--- src/rtl/half_adder.sv ---
// rtl/half_adder.sv - multi-lane half adder with registered capture and a saturating carry-event counter
module half_adder #(
    parameter int WIDTH = 1,
    parameter int CNT_W = 8
) (
    input  logic             clk,
    input  logic             rst_n,
    input  logic [WIDTH-1:0] a,
    input  logic [WIDTH-1:0] b,
    input  logic             in_valid,
    input  logic             clr_count,
    output logic [WIDTH-1:0] sum,
    output logic [WIDTH-1:0] carry,
    output logic [WIDTH-1:0] sum_q,
    output logic [WIDTH-1:0] carry_q,
    output logic             out_valid,
    output logic [CNT_W-1:0] carry_count
);

    localparam logic [CNT_W-1:0] CNT_MAX = '1;

    logic [WIDTH-1:0] sum_d;
    logic [WIDTH-1:0] carry_d;
    logic             valid_d;
    logic             valid_q;
    logic [CNT_W-1:0] count_d;
    logic [CNT_W-1:0] count_q;

    // Lanes are independent: no carry ripples between bit positions.
    always_comb begin
        sum   = a ^ b;
        carry = a & b;
    end

    always_comb begin
        sum_d   = sum_q;
        carry_d = carry_q;
        valid_d = in_valid;
        count_d = count_q;
        if (in_valid) begin
            sum_d   = a ^ b;
            carry_d = a & b;
        end
        // Clear wins over a coincident increment; the count sticks at all-ones.
        if (clr_count) begin
            count_d = '0;
        end else if (in_valid && (|(a & b)) && (count_q != CNT_MAX)) begin
            count_d = count_q + CNT_W'(1);
        end
    end

    always_ff @(posedge clk or negedge rst_n) begin
        if (!rst_n) begin
            sum_q   <= '0;
            carry_q <= '0;
            valid_q <= 1'b0;
            count_q <= '0;
        end else begin
            sum_q   <= sum_d;
            carry_q <= carry_d;
            valid_q <= valid_d;
            count_q <= count_d;
        end
    end

    assign out_valid   = valid_q;
    assign carry_count = count_q;

endmodule

--- config.mk ---
export PLATFORM = sky130hd
export DESIGN_NAME = half_adder
export DESIGN_NICKNAME = d
export VERILOG_FILES = /design/src/rtl/half_adder.sv
export SDC_FILE = /design/constraint.sdc
export NUM_CORES = 1
export LEC_CHECK = 0
export CAP_MARGIN = 20
export CORE_MARGIN = 2
export CORE_UTILIZATION = 39
export DETAILED_ROUTE_END_ITERATION = 8
export PLACE_DENSITY_LB_ADDON = 0.15
export SYNTH_ARGS = -nofsm -noshare
export SYNTH_HDL_FRONTEND = slang
export SYNTH_SLANG_ARGS = --single-unit
export TNS_END_PERCENT = 5
--- constraint.sdc ---
create_clock -name clk -period 1.45 [get_ports clk]
set_input_delay 0.29 -clock clk [delete_from_list [all_inputs] [get_ports clk]]
set_output_delay 0.29 -clock clk [all_outputs]
set_load 0.01 [all_outputs]
==> results of run 1 <==
metrics by stage:
step           hold WS (ns)  setup TNS (ns)  setup slack (ns)  cell area [um^2]
2_1_floorplan      -0.00559               0           0.00523               623
3_3_place_gp          0.490           -2.81            -0.358               902
3_5_place_dp          0.500           -3.19            -0.399               902
4_1_cts               0.323          -0.307           -0.0977               925
5_1_grt               0.335         -0.0520           -0.0520               966
6_report              0.318        -0.00949          -0.00949               966
how the worst max path moves through the flow:
| stage | slack [ns] | start | end |
|---|---|---|---|
| after CTS | -0.1 | b | carry_count[5] |
| after global placement | -0.36 | a | sum |
| after floorplan | 0.005 | carry_count[0] | carry_count[0] |
| final | -0.009 | carry_count[0] | carry_count[3] |
| after detailed placement | -0.40 | a | carry_count[7] |
| after global routing | -0.05 | carry_count[1] | carry_count[3] |
per-layer routing:
layer | vias to the layer above | wire [um] | global-route usage
li1 | 272 | - | -
met1 | 253 | 668 | 0.233
met3 | 2 | 61 | 0.0426
met4 | 0 | 21 | 0.0848
met5 | - | 0 | 0
met2 | 11 | 656 | 0.267
area by class of cell:
| class | instances | area, um^2 | share of cell area |
|---|---|---|---|
| flip-flops and latches | 11 | 280 | 0.290 |
| multi-input cells | 42 | 365 | 0.378 |
| repair buffers | 29 | 259 | 0.268 |
| clock buffers | 4 | 26.3 | 0.0272 |
| well taps | 16 | 20.0 | 0.0207 |
| inverters | 4 | 15.0 | 0.0155 |
repair_timing:
item,CTS,global route
gates resized for setup,19,11
pin swaps,1,4
endpoints found under the setup margin,16,11
cell usage after synthesis:
master    count  area, um^2
nand2_1       3        11.3
nor4_1        3        18.8
nand2b_1      2        12.5
nor3_1        1        5.00
nor2_1        3        11.3
nand3_1       3        15.0
dfrtp_1      11         275
inv_1         4        15.0
nand4_1       1        6.26
and3_1        1        6.26
clkbuf_1      1        3.75
a221oi_2      1        15.0
ha_1          2        25.0
mux2_2        5        56.3
o21ai_0       3        15.0
nand3_2       1        10.0
a21oi_2       1        8.76
mux2i_1       1        10.0
and4_1        1        8.76
nor3b_1       2        15.0
a21oi_1       2        10.0
nor2b_1       4        25.0
or3_1         1        6.26
a211oi_1      1        7.51
kinds of logic after synthesis:
family / Yosys count
simple gates: 26
mux: 6
buf+inv: 5
flops: 11
compound gates: 8
fa+ha+maj: 2
power by group through the flow:
stage	Clock [W]	Sequential (W)	Combinational (W)
2_1_floorplan	0	0.000334	0.0000274
3_3_place_gp	0	0.000328	0.000102
3_5_place_dp	0	0.000328	0.000103
4_1_cts	0.000216	0.000322	0.0000972
5_1_grt	0.000231	0.000323	0.000112
6_report	0.000211	0.000322	0.0000998
state kept, by name, summed over array words and instances (netlist names):
signal       count
sum_q            1
out_valid        1
carry_count      8
carry_q          1
worst max-delay path: cells and delay by family, from the launching register on:
family / cells / cell delay, ns
flops: 1 / 0.43
mux: 1 / 0.32
compound gates: 1 / 0.23
simple gates: 1 / 0.20
fa+ha+maj: 1 / 0.17
==> impl_metrics.py, run 1 <==
metrics = {
    "outcome": {
        "status": "complete, but fails checks",
        "violations": "negative setup slack",
    },
    "clocking": {
        "postCtsSetupBuffers": 0,
        "h-tree-depth": 1,
        "numCtsBuffers": 3,
        "cts-root-buf": "clkbuf_4",
        "clock_latency_ns": 0.26,
        "cts_tree": "done",
        "clk_pin_slew_ns": 0.07,
        "cts_hold_buf": 0,
        "cts_sinks": 11,
        "clk_path_buf_depth": 2,
    },
    "critical_path": {
        "rr_endpoint": "carry_count[3]",
        "critPathRequiredTime_ns": 1.60,
        "worstSetupEndpointType": "register",
        "critical_path.startpoint_type": "register",
        "regToRegStartpoint": "carry_count[0]",
        "cp_slowest_cell": "dfrtp_2",
        "r2r_slack_ns": -0.009,
        "slowest_delay_ns": 0.43,
        "worstSetupPathType": "reg -> reg",
        "crit_path_cell_trace": "ha_4, and4_4, a211oi_2, mux2_4",
        "critPathArrivalTime_ns": 1.61,
        "rr_worst_depth": 4,
        "path_max_fanout": 3,
    },
    "cells_and_area": {
        "final_util": 0.656,
        "final_cell_mix": "buf_4 (11), dlygate4sd2_1 (9), dfrtp_1 (7)",
        "syn_to_final_growth_pct": 62.9,
        "antennaDiodeCount": 0,
        "nets": 99,
        "layout.cells.non_filler": 106,
        "num-fill-cells": 128,
        "layout_commonest_cell": "buf_4",
        "drive_above_1_share": 0.389,
    },
    "route": {
        "drtAntennaViolNets": 0,
        "drcViolationCount": 0,
        "vias": 538,
        "wl_per_cell_um": 13.3,
        "via_per_inst": 5.08,
        "drtIter0Drc": 2,
        "routed_wl_mm": 1.41,
        "drt-pass1-iter-count": 4,
    },
    "pwr": {
        "cellInternalPower_w": 0.000477,
        "clkPwrFrac": 0.334,
        "cellPowerDensity_nw_per_um2": 655,
        "power_frac_comb": 0.158,
        "p_seq_frac": 0.508,
        "finalPower_w": 0.000633,
        "netSwitchingFraction": 0.246,
        "ir_drop_mv": 0.469,
        "p_leak_nw": 0.468,
        "p_switching_w": 0.000155,
    },
    "synth": {
        "syn-cell-area_um2": 593,
        "synth_fa_ha_area_frac": 0.0422,
        "synth_top_family_by_area": "simple AND/OR/NAND/NOR gates",
        "yosys_warnings": 0,
        "synth_seq_area_share": 0.464,
        "synth_compound_area_frac": 0.0949,
        "muxShareOfSynthArea": 0.112,
        "synth_cell_types": 24,
        "synthXorXnorAreaFrac": 0,
        "syn_avg_cell_area_um2": 10.2,
        "syn-num-nets": 66,
        "yosys.area_share.simple": 0.255,
        "ys_ff_latch": 11,
        "syn_inst": 58,
    },
    "placement": {
        "dp_cells": 102,
        "gp_congestion": 0.716,
        "dp_hpwl_mm": 1.05,
        "io_buffers": 18,
    },
    "die": {
        "chipHeight_um": 43.0,
        "ios": 19,
        "dieWidth_um": 43.0,
        "core_area_um2": 1470,
        "rows": 14,
        "dieArea_um2": 1850,
        "start_util": 0.403,
    },
    "timing": {
        "hold_viol": 0,
        "fin_skew_ns": 0.00212,
        "tightest_slew_ns": 0.270,
        "period_share": 1.01,
        "rsz0062_at_grt": "yes",
        "fin_ws_ns": -0.00949,
        "relSlewSlack": 0.820,
        "slew_viol_final": 0,
        "setup_violations": 1,
        "min_period_ns": 1.46,
        "clock.fmax_mhz": 685,
    },
    "hold_path": {
        "hold_path_class": "in -> async",
    },
    "flow_run": {
        "cap_viol_max_count": 0,
    },
    "global_routing": {
        "grt_usage": 0.175,
        "grt_pass1_vias": 510,
        "antenna_found_initial": 0,
        "grt_max_degree": 14,
        "grt_pass1_wl_mm": 2.36,
        "gr-total-overflow": 0,
    },
}
No activity file was read; power rests on OpenSTA's default activity.
==> run 2: changes to the inputs <==
--- a/config.mk
+++ b/config.mk
@@ -13,4 +13,4 @@
 export SYNTH_ARGS = -nofsm -noshare
 export SYNTH_HDL_FRONTEND = slang
 export SYNTH_SLANG_ARGS = --single-unit
-export TNS_END_PERCENT = 5
+export TNS_END_PERCENT = 10
==> results of run 2 <==
No change in the layout: final DEF, timing and power equal those of run 1.
==> run 3: changes to the inputs <==
--- a/config.mk
+++ b/config.mk
@@ -9,6 +9,7 @@
 export CORE_MARGIN = 2
 export CORE_UTILIZATION = 39
 export DETAILED_ROUTE_END_ITERATION = 8
+export GPL_ROUTABILITY_DRIVEN = 0
 export PLACE_DENSITY_LB_ADDON = 0.15
 export SYNTH_ARGS = -nofsm -noshare
 export SYNTH_HDL_FRONTEND = slang
==> results of run 3 <==
No change in the layout: final DEF, timing and power equal those of run 1.
